===== src/rtl/phase_comp_pkg.sv =====
// rtl/phase_comp_pkg.sv - shared state encoding, step direction and coarse reset code
// Used by phase_comp_high_coarse_vote_filter (optional feature macro: PHASE_LOCK_DET_EN).
package phase_comp_pkg;

   typedef enum logic [1:0] {
      ST_IDLE   = 2'd0,
      ST_ACCUM  = 2'd1,
      ST_UPDATE = 2'd2,
      ST_SETTLE = 2'd3
   } state_e;

   localparam logic DIR_UP = 1'b1;
   localparam logic DIR_DN = 1'b0;

   // Must match the reset code of the coarse phase register fed by sum_out.
   localparam logic [1:0] COARSE_RST = 2'b01;

endpackage


===== src/rtl/phase_comp_high_coarse_vote_filter_if.sv =====
// rtl/phase_comp_high_coarse_vote_filter_if.sv - vote inputs and coarse-step outputs of the vote filter
// The slave side is the filter; the master side is the phase detector / coarse register pair.
interface phase_comp_high_coarse_vote_filter_if;
   logic       enable;
   logic       early;
   logic       late;
   logic [1:0] coarse_cur;
   logic [1:0] sum_out;
   logic       update_en;
   logic       step_dir;
   logic       lock;

   modport master (
      output enable, early, late, coarse_cur,
      input  sum_out, update_en, step_dir, lock
   );

   modport slave (
      input  enable, early, late, coarse_cur,
      output sum_out, update_en, step_dir, lock
   );
endinterface


===== src/rtl/phase_comp_vote_sat_cnt.sv =====
// rtl/phase_comp_vote_sat_cnt.sv - signed saturating early/late vote accumulator with threshold compare
// Accumulator clears whenever run_i is low or a threshold is hit.
module phase_comp_vote_sat_cnt #(
   parameter int CNT_W  = 5,
   parameter int THRESH = 8
) (
   input  logic clk,
   input  logic reset,
   input  logic run_i,
   input  logic early_i,
   input  logic late_i,
   output logic hit_up_o,
   output logic hit_dn_o
);

   localparam logic signed [CNT_W-1:0] ACC_MAX = CNT_W'((2 ** (CNT_W - 1)) - 1);
   localparam logic signed [CNT_W-1:0] ACC_MIN = -ACC_MAX;
   localparam logic signed [CNT_W-1:0] THR_P   = CNT_W'(THRESH);
   localparam logic signed [CNT_W-1:0] THR_N   = -THR_P;
   localparam logic signed [CNT_W-1:0] ONE     = CNT_W'(1);

   logic signed [CNT_W-1:0] acc_q;
   logic signed [CNT_W-1:0] acc_d;

   always_comb begin
      acc_d = acc_q;
      if (early_i && !late_i && (acc_q != ACC_MAX)) begin
         acc_d = acc_q + ONE;
      end else if (late_i && !early_i && (acc_q != ACC_MIN)) begin
         acc_d = acc_q - ONE;
      end
   end

   assign hit_up_o = (acc_d >= THR_P);
   assign hit_dn_o = (acc_d <= THR_N);

   always_ff @(posedge clk) begin
      if (reset || !run_i || hit_up_o || hit_dn_o) begin
         acc_q <= '0;
      end else begin
         acc_q <= acc_d;
      end
   end

endmodule


===== src/rtl/phase_comp_high_coarse_vote_filter.sv =====
// rtl/phase_comp_high_coarse_vote_filter.sv - early/late vote filter stepping the 2-bit coarse phase code
// Optional lock detector built when PHASE_LOCK_DET_EN is defined.
module phase_comp_high_coarse_vote_filter
   import phase_comp_pkg::*;
#(
   parameter int CNT_W    = 5,
   parameter int THRESH   = 8,
   parameter int SETTLE   = 4,
   parameter int LOCK_CYC = 64
) (
   input  logic                                clk,
   input  logic                                reset,
   phase_comp_high_coarse_vote_filter_if.slave bus
);

   state_e     state_q;
   logic [7:0] settle_q;
   logic [1:0] sum_q;
   logic       upd_q;
   logic       dir_q;
   logic       lock_q;
   logic       hit_up;
   logic       hit_dn;
   logic       acc_run;

   assign acc_run = bus.enable && (state_q == ST_ACCUM);

   phase_comp_vote_sat_cnt #(
      .CNT_W  (CNT_W),
      .THRESH (THRESH)
   ) u_vote_cnt (
      .clk      (clk),
      .reset    (reset),
      .run_i    (acc_run),
      .early_i  (bus.early),
      .late_i   (bus.late),
      .hit_up_o (hit_up),
      .hit_dn_o (hit_dn)
   );

   always_ff @(posedge clk) begin
      if (reset) begin
         state_q  <= ST_IDLE;
         settle_q <= '0;
         sum_q    <= COARSE_RST;
         upd_q    <= 1'b0;
         dir_q    <= DIR_DN;
      end else if (!bus.enable) begin
         // sum_out and step_dir keep the last step so the coarse register stays consistent.
         state_q <= ST_IDLE;
         upd_q   <= 1'b0;
      end else begin
         upd_q <= 1'b0;
         case (state_q)
            ST_IDLE: state_q <= ST_ACCUM;
            ST_ACCUM: begin
               if (hit_up) begin
                  state_q <= ST_UPDATE;
                  sum_q   <= bus.coarse_cur + 2'd1;
                  dir_q   <= DIR_UP;
                  upd_q   <= 1'b1;
               end else if (hit_dn) begin
                  state_q <= ST_UPDATE;
                  sum_q   <= bus.coarse_cur - 2'd1;
                  dir_q   <= DIR_DN;
                  upd_q   <= 1'b1;
               end
            end
            ST_UPDATE: begin
               settle_q <= 8'(SETTLE);
               state_q  <= ST_SETTLE;
            end
            ST_SETTLE: begin
               settle_q <= settle_q - 8'd1;
               if (settle_q == 8'd1) begin
                  state_q <= ST_ACCUM;
               end
            end
            default: state_q <= ST_IDLE;
         endcase
      end
   end

`ifdef PHASE_LOCK_DET_EN
   logic [7:0] quiet_q;

   always_ff @(posedge clk) begin
      if (reset || !bus.enable) begin
         quiet_q <= '0;
         lock_q  <= 1'b0;
      end else if (state_q == ST_ACCUM) begin
         if (hit_up || hit_dn) begin
            quiet_q <= '0;
            lock_q  <= 1'b0;
         end else begin
            if (quiet_q != 8'hFF) begin
               quiet_q <= quiet_q + 8'd1;
            end
            if (int'(quiet_q) >= LOCK_CYC - 1) begin
               lock_q <= 1'b1;
            end
         end
      end else if (state_q == ST_UPDATE) begin
         quiet_q <= '0;
      end
   end
`else
   logic unused_lock_cyc;
   assign unused_lock_cyc = (LOCK_CYC != 0);
   assign lock_q          = 1'b0;
`endif

   assign bus.sum_out   = sum_q;
   assign bus.update_en = upd_q;
   assign bus.step_dir  = dir_q;
   assign bus.lock      = lock_q;

endmodule

===== src/flat_wrapper.sv =====
// flat-port wrapper written by rule: the top's interface ports become plain ports
module phase_comp_high_coarse_vote_filter_flat import phase_comp_pkg::*;
#(
   parameter int CNT_W    = 5,
   parameter int THRESH   = 8,
   parameter int SETTLE   = 4,
   parameter int LOCK_CYC = 64
)
  (clk, reset, bus_enable, bus_early, bus_late, bus_coarse_cur, bus_sum_out, bus_update_en, bus_step_dir, bus_lock);
  phase_comp_high_coarse_vote_filter_if bus_i ();
  input  logic clk;
  input  logic reset;
  input wire logic [$bits(bus_i.enable)-1:0] bus_enable;
  input wire logic [$bits(bus_i.early)-1:0] bus_early;
  input wire logic [$bits(bus_i.late)-1:0] bus_late;
  input wire logic [$bits(bus_i.coarse_cur)-1:0] bus_coarse_cur;
  output wire logic [$bits(bus_i.sum_out)-1:0] bus_sum_out;
  output wire logic [$bits(bus_i.update_en)-1:0] bus_update_en;
  output wire logic [$bits(bus_i.step_dir)-1:0] bus_step_dir;
  output wire logic [$bits(bus_i.lock)-1:0] bus_lock;
  assign bus_i.enable = bus_enable;
  assign bus_i.early = bus_early;
  assign bus_i.late = bus_late;
  assign bus_i.coarse_cur = bus_coarse_cur;
  assign bus_sum_out = bus_i.sum_out;
  assign bus_update_en = bus_i.update_en;
  assign bus_step_dir = bus_i.step_dir;
  assign bus_lock = bus_i.lock;
  phase_comp_high_coarse_vote_filter #(.CNT_W(CNT_W), .THRESH(THRESH), .SETTLE(SETTLE), .LOCK_CYC(LOCK_CYC)) u_core (.clk(clk), .reset(reset), .bus(bus_i));
endmodule

===== config.mk =====
export PLATFORM = sky130hd
export DESIGN_NAME = phase_comp_high_coarse_vote_filter_flat
export DESIGN_NICKNAME = d
export VERILOG_FILES = /design/src/rtl/phase_comp_pkg.sv /design/src/rtl/phase_comp_high_coarse_vote_filter_if.sv /design/src/rtl/phase_comp_vote_sat_cnt.sv /design/src/rtl/phase_comp_high_coarse_vote_filter.sv /design/src/flat_wrapper.sv
export SDC_FILE = /design/constraint.sdc
export NUM_CORES = 1
export LEC_CHECK = 0
export ABC_AREA = 1
export BUFFER_PORTS_ARGS = -buffer_cell sky130_fd_sc_hd__buf_4
export CAP_MARGIN = 5
export CORE_AREA = 2 2 52 54
export CTS_CLUSTER_SIZE = 8
export DETAILED_ROUTE_END_ITERATION = 10
export DIE_AREA = 0 0 54 56
export MAX_ROUTING_LAYER = met4
export PLACE_DENSITY = 0.74
export SLEW_MARGIN = 10
export SYNTH_ARGS = -nofsm -noshare
export SYNTH_HDL_FRONTEND = slang
export SYNTH_SLANG_ARGS = --single-unit

===== constraint.sdc =====
create_clock -name clk -period 1.8 [get_ports clk]
set_input_delay 0.36 -clock clk [delete_from_list [all_inputs] [get_ports clk]]
set_output_delay 0.36 -clock clk [all_outputs]
set_load 0.1 [all_outputs]

==> flow_metrics.py, run 1 <==
metrics = {
    "status": {
        "outcome": "finished with violations",
        "violations": "negative setup slack",
    },
    "timing": {
        "setup_viol": 11,
        "tns_ns": -2.38,
        "finalCriticalPeriod_ns": 2.06,
        "finalHoldViolations": 0,
        "slew_violations": 0,
        "rsz0062_at_grt": "yes",
        "finalCritPeriodShare_pct": 115,
        "worst_pin_slew_ns": 0.559,
        "relSlewSlack_pct": 62.3,
        "max_freq_ghz": 0.485,
        "clock_skew_ns": 0.0169,
        "fin_ws_ns": -0.263,
    },
    "synthesis": {
        "syn_area_um2": 1220,
        "syn-instance-count": 163,
        "synth-main-ff-cell": "dfxtp_1",
        "ys_types": 31,
        "ys_ff_latch": 19,
        "synth-seq-area-share_pct": 31.3,
        "syn_nets": 179,
        "synth_edf_count": 0,
        "ys_async_sr_fraction_pct": 0,
        "syn_avg_cell_area_um2": 7.46,
        "yosys_warnings": 0,
    },
    "finish": {
        "syn_to_final_growth_pct": 34.2,
        "final_layout_size_suffix_gt1_share_pct": 43.0,
        "layout_common_cells": "buf_4, inv_1, nand2_1",
        "final_nets": 210,
        "final_common_cell": "buf_4",
        "diodes": 0,
    },
    "pwr": {
        "total_power_uw": 879,
        "vdd_drop_max_uv": 665,
        "p_leak_nw": 0.769,
        "power_density_nw_per_um2": 539,
    },
    "clock_tree": {
        "htree_levels": 1,
        "clk_path_buf_depth": 2,
        "numCtsBuffers": 3,
        "cts_tree": "done",
        "cts_hold_buf": 0,
        "clock_latency_ns": 0.31,
        "cts.sinks": 19,
        "clkTransAtPathRegs_ns": 0.12,
        "clockRootBuffer": "clkbuf_4",
    },
    "global_route": {
        "antenna_found_initial": 0,
        "grt_max_degree": 12,
        "grt.total_usage_pct": 19.2,
        "overflow": 0,
        "grt_pass1_wl_um": 4210,
        "grt_pass1_vias": 1045,
    },
    "worst_setup_path": {
        "start_kind": "flop",
        "crit_type": "reg -> reg",
        "critPathMaxFanout": 3,
        "critPathArrivalTime_ns": 2.33,
        "cp.required_ns": 2.07,
        "cp-end-kind": "flop",
    },
    "route": {
        "routed_wl_um": 2740,
        "drtPass1Iterations": 6,
        "route.detailed.drc": 0,
        "wl_per_cell_um": 12.3,
        "ant_nets": 0,
        "avgViaCountPerCell": 5.13,
        "vias": 1144,
        "drt_iter0_markers": 16,
    },
    "place": {
        "io_buffers": 10,
        "hpwlAfterDp_um": 1950,
        "dp_slack_ns": -0.205,
        "gp_congestion": 0.911,
    },
    "floorplan": {
        "dieHeight_um": 56,
        "die_area_um2": 3020,
        "coreArea_um2": 2430,
        "io-pin-count": 12,
        "die_w_um": 54,
        "initial_core_util_pct": 50.0,
        "rows": 18,
    },
    "run": {
        "maxCapViolations": 0,
    },
    "hold_path": {
        "hold_class": "in -> reg",
    },
}
==> cell usage after synthesis (2+ instances only) <==
cell type  count  area [µm²]
nand2_1       30         113
inv_1         25        93.8
dfxtp_1       19         380
nor2_1        15        56.3
nand3_1       12        60.1
ha_1           9         113
a21oi_1        8        40.0
nand2_2        6        37.5
inv_2          5        18.8
nand2_4        5        56.3
xor2_1         4        35.0
nor3_1         3        15.0
a31oi_1        2        12.5
o21ai_0        2        10.0
or2_2          2        12.5
==> registers in the layout, indices dropped and copies added, names as in the netlist <==
register and count:
u_core.bus.update_en 1, u_core.state_q 2, u_core.settle_q 8, u_core.u_vote_cnt.acc_q 5, u_core.bus.sum_out 2, u_core.bus.step_dir 1
==> cell type report <==
cell class	count	area, µm²
clock inverters	1	5.00
flip-flops and latches	19	383
clock buffers	3	22.5
multi-input cells	113	865
repair buffers	27	206
fillers	204	801
inverters	30	113
well taps	30	37.5
==> report_power, final <==
group	internal [mW]	total [mW]	switching (mW)
Sequential	0.431	0.440	0.00923
Clock	0.0830	0.221	0.138
Combinational	0.0795	0.218	0.138
Total	0.593	0.879	0.286
==> worst paths after layout <==
| kind | depth (start not counted) | start | to | slack (ns) |
|---|---|---|---|---|
| worst min-delay path | 2 | bus_coarse_cur[0] | u_core.bus.sum_out[0] | 0.25 |
| worst max-delay path | 13 | u_core.u_vote_cnt.acc_q[1] | u_core.u_vote_cnt.acc_q[4] | -0.26 |
| worst max register to register | 13 | u_core.u_vote_cnt.acc_q[1] | u_core.u_vote_cnt.acc_q[4] | -0.26 |
| worst min register to register | 1 | u_core.settle_q[4] | u_core.settle_q[4] | 0.48 |
==> worst max-delay path: stages (launching register included) <==
cell and delay (ns):
dfxtp_2 0.35, ha_4 0.17, nand2_4 0.07, nor2_4 0.04, ha_4 0.17, nor3_4 0.23
nand2_2 0.10, nand3_4 0.09, xor2_4 0.22, nand2_2 0.10, nand2_4 0.11, nand4_4 0.09
or2_4 0.25, inv_1 0.05
==> logic make-up (layout without fill, tap and decap cells) <==
kind of cell / Yosys count / after routing / synth area share (%)
adders and majority gates: 9 / 9 / 9.26
and+or+nand+nor: 80 / 80 / 35.3
buffers and inverters: 31 / 61 / 9.88
other: 1 / 1 / 0.308
xor gates and xnor gates: 5 / 5 / 5.14
DFF: 19 / 19 / 31.3
AOI/OAI and AO/OA: 18 / 18 / 8.85
==> metal layers <==
metal	GRT usage (%)	wire, µm	up-vias
met2	33.4	1390	42
met5	-	0	-
met1	21.1	1100	523
met4	8.57	142	0
met3	2.42	96	16
li1	-	-	563
==> through the flow <==
stage                     std cells  hold WS, ns  utilization, %  area, µm²
after floorplan                 163        0.428               -       1240
after global placement          217        0.440            59.8       1450
after detailed placement        217        0.463            59.8       1450
after CTS                       221        0.237            62.4       1520
after global routing            223        0.236            67.1       1630
final                           223        0.248            67.1       1630
==> what timing repair did <==
item | CTS | global route
pin swaps | 1 | 5
hold endpoints to repair | 0 | 0
setup endpoints to repair | 11 | 12
buffers inserted | 0 | 2
gates resized for setup | 8 | 27
Note: power is estimated with default switching activity, not from simulation.
==> inputs of run 2 (changes only) <==
- CORE_AREA: 2 2 52 54 -> 2 2 54 56
- DIE_AREA: 0 0 54 56 -> 0 0 56 58
- PLACE_DENSITY: 0.74 -> 0.71
- SYNTH_HIERARCHICAL: default -> 1
==> run 2 against run 1 <==
Net effect: the run still ends with negative setup slack left; core utilization shrank 0.91 points; critical path depth grew 5; area after synthesis grew 8.1%; cell count grew 9.9%; wire length grew 2.8%; count of clock-buffer cells in the layout is the same; die area grew 7.4%; highest routed layer unchanged; register-to-register slack lost 0.10 ns; synthesized cell count grew 12%.
==> flow_metrics.py, run 2 <==
metrics = {
    "hold_path": {
        "min_path_cells": 2,
        "hold_class": "in -> reg",
    },
    "synthesis": {
        "syn_nets": 199,
        "synth-main-ff-cell": "dfxtp_1",
        "syn_area_um2": 1320,
        "synth_area_leaders": "dfxtp_1, ha_1, nand2_1, inv_1, nor2_1",
        "synthSimpleGateAreaFrac_pct": 38.7,
        "synth_top_area_share_pct": 28.9,
        "ys_ff_latch": 19,
        "synthMuxAreaShare_pct": 0,
        "synthXorXnorAreaFrac_pct": 3.90,
        "ys_types": 32,
        "syn-instance-count": 182,
        "ys_async_sr_fraction_pct": 0,
        "synth_common_cells": "nand2_1, inv_1, dfxtp_1, nor2_1, nand3_1",
        "syn_avg_cell_area_um2": 7.23,
        "synth-seq-area-share_pct": 28.9,
        "synth_top_area_cell": "dfxtp_1",
        "synthAdderAreaFrac_pct": 9.51,
        "synth_top_family_by_area": "simple AND/OR/NAND/NOR gates",
        "synth_edf_count": 0,
        "yosys_warnings": 6,
        "synth_compound_area_share_pct": 8.37,
        "yosysMostFrequentCell": "nand2_1",
    },
    "finish": {
        "final_common_cell": "buf_4",
        "syn_to_final_growth_pct": 34.0,
        "layout_common_cells": "buf_4, inv_1, nand2_1",
        "stdcell_count": 245,
        "final_nets": 232,
        "final_layout_size_suffix_gt1_share_pct": 44.4,
        "largest_reg_flops": 8,
        "diodes": 0,
        "regMostFlops": "u_core/settle_q",
        "reg_top3": "u_core/settle_q (8), u_core/u_vote_cnt/acc_q (5)",
        "fin_area_um2": 1760,
        "nFillCells": 222,
        "finish.utilization_pct": 66.2,
    },
    "pwr": {
        "seqPwrFrac_pct": 47.2,
        "vdd_drop_max_uv": 594,
        "total_power_uw": 950,
        "power.internal_uw": 628,
        "p_leak_nw": 0.799,
        "swShare_pct": 33.9,
        "power_density_nw_per_um2": 539,
        "combPwrFrac_pct": 28.7,
        "p_sw_uw": 322,
        "power.share.clock_pct": 24.2,
    },
    "timing": {
        "clock_skew_ns": 0.00322,
        "rsz0062_at_grt": "yes",
        "finalHoldViolations": 0,
        "slew_violations": 0,
        "finalCritPeriodShare_pct": 120,
        "tns_ns": -2.66,
        "fin_ws_ns": -0.365,
        "fin_hold_ws_ns": 0.245,
        "finalCriticalPeriod_ns": 2.17,
        "setup_viol": 10,
        "max_freq_ghz": 0.462,
    },
    "global_route": {
        "grt_pass1_vias": 1193,
        "antenna_found_initial": 0,
        "grt_pass1_wl_um": 4790,
        "overflow": 0,
        "grt_max_degree": 12,
        "grt.total_usage_pct": 18.6,
    },
    "worst_setup_path": {
        "start_kind": "flop",
        "reg2reg_depth": 18,
        "critPathArrivalTime_ns": 2.37,
        "crit_type": "reg -> reg",
        "cp-end-kind": "flop",
        "cp.required_ns": 2.01,
        "critPathMaxFanout": 4,
    },
    "place": {
        "placed_area_um2": 1540,
        "dp_slack_ns": -0.366,
        "dp_cells": 233,
        "gp_congestion": 0.848,
        "hpwlAfterDp_um": 2000,
        "io_buffers": 10,
    },
    "route": {
        "drtPass1Iterations": 6,
        "avgViaCountPerCell": 4.94,
        "ant_nets": 0,
        "route.detailed.drc": 0,
        "wl_per_cell_um": 11.5,
        "vias": 1210,
        "drt_iter0_markers": 17,
        "routed_wl_um": 2810,
    },
    "floorplan": {
        "dieHeight_um": 58,
        "initial_core_util_pct": 49.4,
        "io-pin-count": 12,
        "rows": 19,
        "coreArea_um2": 2660,
        "die_area_um2": 3250,
        "die_w_um": 56,
    },
    "clock_tree": {
        "clock_latency_ns": 0.30,
        "cts_tree": "done",
        "cts.sinks": 19,
        "clkTransAtPathRegs_ns": 0.12,
        "htree_levels": 1,
        "clockRootBuffer": "clkbuf_4",
        "numCtsBuffers": 3,
        "clk_path_buf_depth": 2,
        "cts_hold_buf": 0,
    },
    "status": {
        "violations": "negative setup slack",
        "outcome": "finished with violations",
    },
    "run": {
        "maxCapViolations": 0,
    },
}
==> run 2: worst paths after layout <==
kind	start	endpoint	slack, ns
worst max-delay path	u_core/u_vote_cnt/acc_q[1]	u_core/bus.sum_out[0]	-0.37
worst min register to register	u_core/bus.step_dir	u_core/bus.step_dir	0.47
worst max register to register	u_core/u_vote_cnt/acc_q[1]	u_core/bus.sum_out[0]	-0.37
worst min-delay path	bus_coarse_cur[0]	u_core/bus.sum_out[0]	0.24
==> run 2: critical path, cell delays in order (launching register included) <==
cell,delay [ns]
dfxtp_2,0.36
buf_4,0.13
inv_1,0.08
ha_2,0.17
nand2_2,0.05
inv_1,0.08
nand2_4,0.07
nand3_1,0.11
nand2_2,0.08
a21oi_2,0.19
nand3_2,0.11
nand2_2,0.08
nand2_2,0.06
inv_2,0.07
nor2_4,0.04
nor2_4,0.12
inv_2,0.07
a21oi_2,0.12
o21ai_1,0.08
==> run 2: power groups by stage <==
| stage | sequential, mW | combinational [mW] | clock (mW) |
|---|---|---|---|
| floorplan | 0.474 | 0.148 | 0 |
| global placement | 0.456 | 0.216 | 0 |
| detailed placement | 0.457 | 0.221 | 0 |
| CTS | 0.448 | 0.240 | 0.232 |
| global route | 0.450 | 0.298 | 0.253 |
| finish | 0.448 | 0.272 | 0.230 |
==> run 2: cell type report <==
| type | count | area [µm²] | share of cell area, % |
|---|---|---|---|
| multi-input cells | 128 | 952 | 54.0 |
| flip-flops and latches | 19 | 383 | 21.7 |
| repair buffers | 30 | 236 | 13.4 |
| inverters | 33 | 124 | 7.03 |
| well taps | 31 | 38.8 | 2.20 |
| clock buffers | 3 | 22.5 | 1.28 |
| clock inverters | 1 | 5.00 | 0.284 |
==> run 2: what timing repair did <==
action / in CTS / in global routing
endpoints found under the setup margin: 9 / 11
resized for setup: 6 / 26
pin swaps: 12 / 13
buffers inserted: 5 / 6
==> run 2: kinds of logic (layout without fill, tap and decap cells) <==
kind of cell             count (synthesis)  count (layout)
other                                    1               1
buffers and inverters                   35              67
AND/OR/NAND/NOR                         95              95
adder cells (fa/ha/maj)                 10              10
flip-flops                              19              19
XOR/XNOR                                 5               5
AO/OA/AOI/OAI                           17              17
==> run 2: per-layer routing <==
metal  global-route usage [%]  part of all wire, %
met1                     21.5                   43
met2                     34.1                   53
met3                     2.68                  2.6
met4                     4.08                 0.68
met5                        -                    0
==> inputs of run 3 (changes only) <==
- CORE_AREA: 2 2 54 56 -> 2 2 52 54
- DIE_AREA: 0 0 56 58 -> 0 0 54 56
- SYNTH_HIERARCHICAL: 1 -> default
==> run 3 against run 2 <==
Net effect: global-route usage decreased by 0.82 points; critical path depth decreased by 4; sequential share of layout area up 2.9 points; flip-flop and latch count stayed put; the run still ends with negative setup slack left; cell count fell by 9.4%; clock skew grew 0.0024 ns; sequential power decreased by 2%; combinational power fell by 28%; die area shrank 6.9%; wire length fell by 14%; via count down 12%.
==> flow_metrics.py, run 3 (synthesis gave the netlist of run 1 again) <==
metrics = {
    "global_route": {
        "grt_pass1_vias": 957,
        "grt.total_usage_pct": 17.7,
        "overflow": 0,
        "grt_pass1_wl_um": 3990,
        "grt_max_degree": 11,
        "antenna_found_initial": 0,
    },
    "pwr": {
        "swShare_pct": 31.0,
        "p_sw_uw": 265,
        "seqPwrFrac_pct": 51.4,
        "power.share.clock_pct": 25.7,
        "p_leak_nw": 0.730,
        "power_density_nw_per_um2": 550,
        "total_power_uw": 854,
        "vdd_drop_max_uv": 456,
        "combPwrFrac_pct": 22.8,
        "power.internal_uw": 589,
    },
    "finish": {
        "syn_to_final_growth_pct": 27.8,
        "final_common_cell": "nand2_1",
        "final_layout_size_suffix_gt1_share_pct": 37.5,
        "largest_reg_flops": 8,
        "finish.utilization_pct": 63.9,
        "stdcell_count": 222,
        "regMostFlops": "u_core.settle_q",
        "reg_top3": "u_core.settle_q (8), u_core.u_vote_cnt.acc_q (5)",
        "layout_common_cells": "nand2_1, inv_1, buf_4",
        "final_nets": 209,
        "diodes": 0,
    },
    "route": {
        "m1WireLength_um": 1190,
        "wl_met2_um": 1100,
        "vias": 1068,
        "drt_iter0_markers": 18,
        "wl_met3_um": 107,
        "ant_nets": 0,
        "route.detailed.drc": 0,
        "routed_wl_um": 2410,
        "wl_per_cell_um": 10.9,
        "routed.top_layer": "met4",
        "avgViaCountPerCell": 4.81,
        "drtPass1Iterations": 4,
    },
    "clock_tree": {
        "numCtsBuffers": 3,
        "cts_tree": "done",
        "cts.sinks": 19,
        "clock_latency_ns": 0.30,
        "clk_path_buf_depth": 2,
        "clockRootBuffer": "clkbuf_4",
        "htree_levels": 1,
        "cts_hold_buf": 0,
        "clkTransAtPathRegs_ns": 0.11,
    },
    "floorplan": {
        "rows": 18,
        "die_w_um": 54,
        "dieHeight_um": 56,
        "io-pin-count": 12,
        "coreArea_um2": 2430,
        "initial_core_util_pct": 50.0,
        "die_area_um2": 3020,
    },
    "place": {
        "dp_cells": 216,
        "gp_congestion": 0.849,
        "hpwlAfterDp_um": 1860,
        "io_buffers": 10,
    },
    "timing": {
        "rsz0062_at_grt": "yes",
        "finalHoldViolations": 0,
        "finalCritPeriodShare_pct": 115,
        "fin_ws_ns": -0.269,
        "slew_violations": 0,
        "clock_skew_ns": 0.00565,
        "max_freq_ghz": 0.483,
        "finalCriticalPeriod_ns": 2.07,
        "setup_viol": 11,
    },
    "status": {
        "outcome": "finished with violations",
        "violations": "negative setup slack",
    },
    "worst_setup_path": {
        "cp.required_ns": 2.06,
        "critPathMaxFanout": 5,
        "reg2reg_from": "u_core.u_vote_cnt.acc_q[1]",
        "crit_type": "reg -> reg",
        "critPathArrivalTime_ns": 2.33,
        "cp-end-kind": "flop",
        "start_kind": "flop",
        "crit_start": "u_core.u_vote_cnt.acc_q[1]",
    },
    "run": {
        "maxCapViolations": 0,
    },
    "hold_path": {
        "hold_class": "in -> reg",
        "min_from": "bus_coarse_cur[0]",
    },
}
## run 3: changes by cell type in the layout (fill, tap and decap cells not counted), sizes merged, moves of 2 or more
cell	change
xor2	+2
nand4	-2
nor2	-10
clkinv	-2
nand2	-7
or2	+2
xnor2	-2
inv	-2
buf	-4
## run 3: metrics by stage
| stage | instance area (µm²) | TNS (ns) | hold WS [ns] | setup slack [ns] |
|---|---|---|---|---|
| 2_1_floorplan | 1240 | -0.590 | 0.428 | -0.107 |
| 3_3_place_gp | 1450 | -1.64 | 0.443 | -0.179 |
| 3_5_place_dp | 1450 | -2.03 | 0.448 | -0.242 |
| 4_1_cts | 1520 | -1.83 | 0.239 | -0.220 |
| 5_1_grt | 1550 | -3.86 | 0.233 | -0.403 |
| 6_report | 1550 | -2.36 | 0.247 | -0.269 |
## run 3: worst paths after layout
kind	to	slack, ns	depth (start not counted)
worst max register to register	u_core.u_vote_cnt.acc_q[4]	-0.27	14
worst min register to register	u_core.bus.step_dir	0.47	2
worst max-delay path	u_core.u_vote_cnt.acc_q[4]	-0.27	14
worst min-delay path	u_core.bus.sum_out[0]	0.25	2
## run 3: critical path, cell delays in order (launching register included)
cell	delay [ns]
dfxtp_2	0.35
ha_4	0.16
nand2_2	0.06
nor2_2	0.04
ha_2	0.20
nor2_2	0.09
nand2_2	0.11
o21ai_2	0.10
nand3_4	0.11
xor2_4	0.24
nand2_2	0.09
nand2_4	0.09
nand4_4	0.08
or2_1	0.24
inv_1	0.06
## run 3: area by class of cell
type | instances | area, µm²
fillers | 221 | 878
multi-input cells | 113 | 796
flip-flops and latches | 19 | 383
repair buffers | 26 | 199
inverters | 30 | 113
well taps | 30 | 37.5
clock buffers | 4 | 26.3
## run 3: what timing repair did
action	CTS	global route
setup buffers	2	0
gates cloned	0	0
resized for setup	9	8
setup endpoints to repair	11	14
pin swaps	1	6
## run 3: routing by layer
metal	vias up	global-route usage, %
li1	563	-
met1	478	23.6
met2	24	27.0
met3	3	4.84
met4	0	3.21
met5	-	-
## run 3: power by group through the flow
stage / clock [mW] / combinational (mW) / sequential (mW)
final: 0.220 / 0.195 / 0.440
after global routing: 0.245 / 0.215 / 0.441
after CTS: 0.226 / 0.186 / 0.439
after detailed placement: 0 / 0.174 / 0.449
after global placement: 0 / 0.172 / 0.448
after floorplan: 0 / 0.113 / 0.465
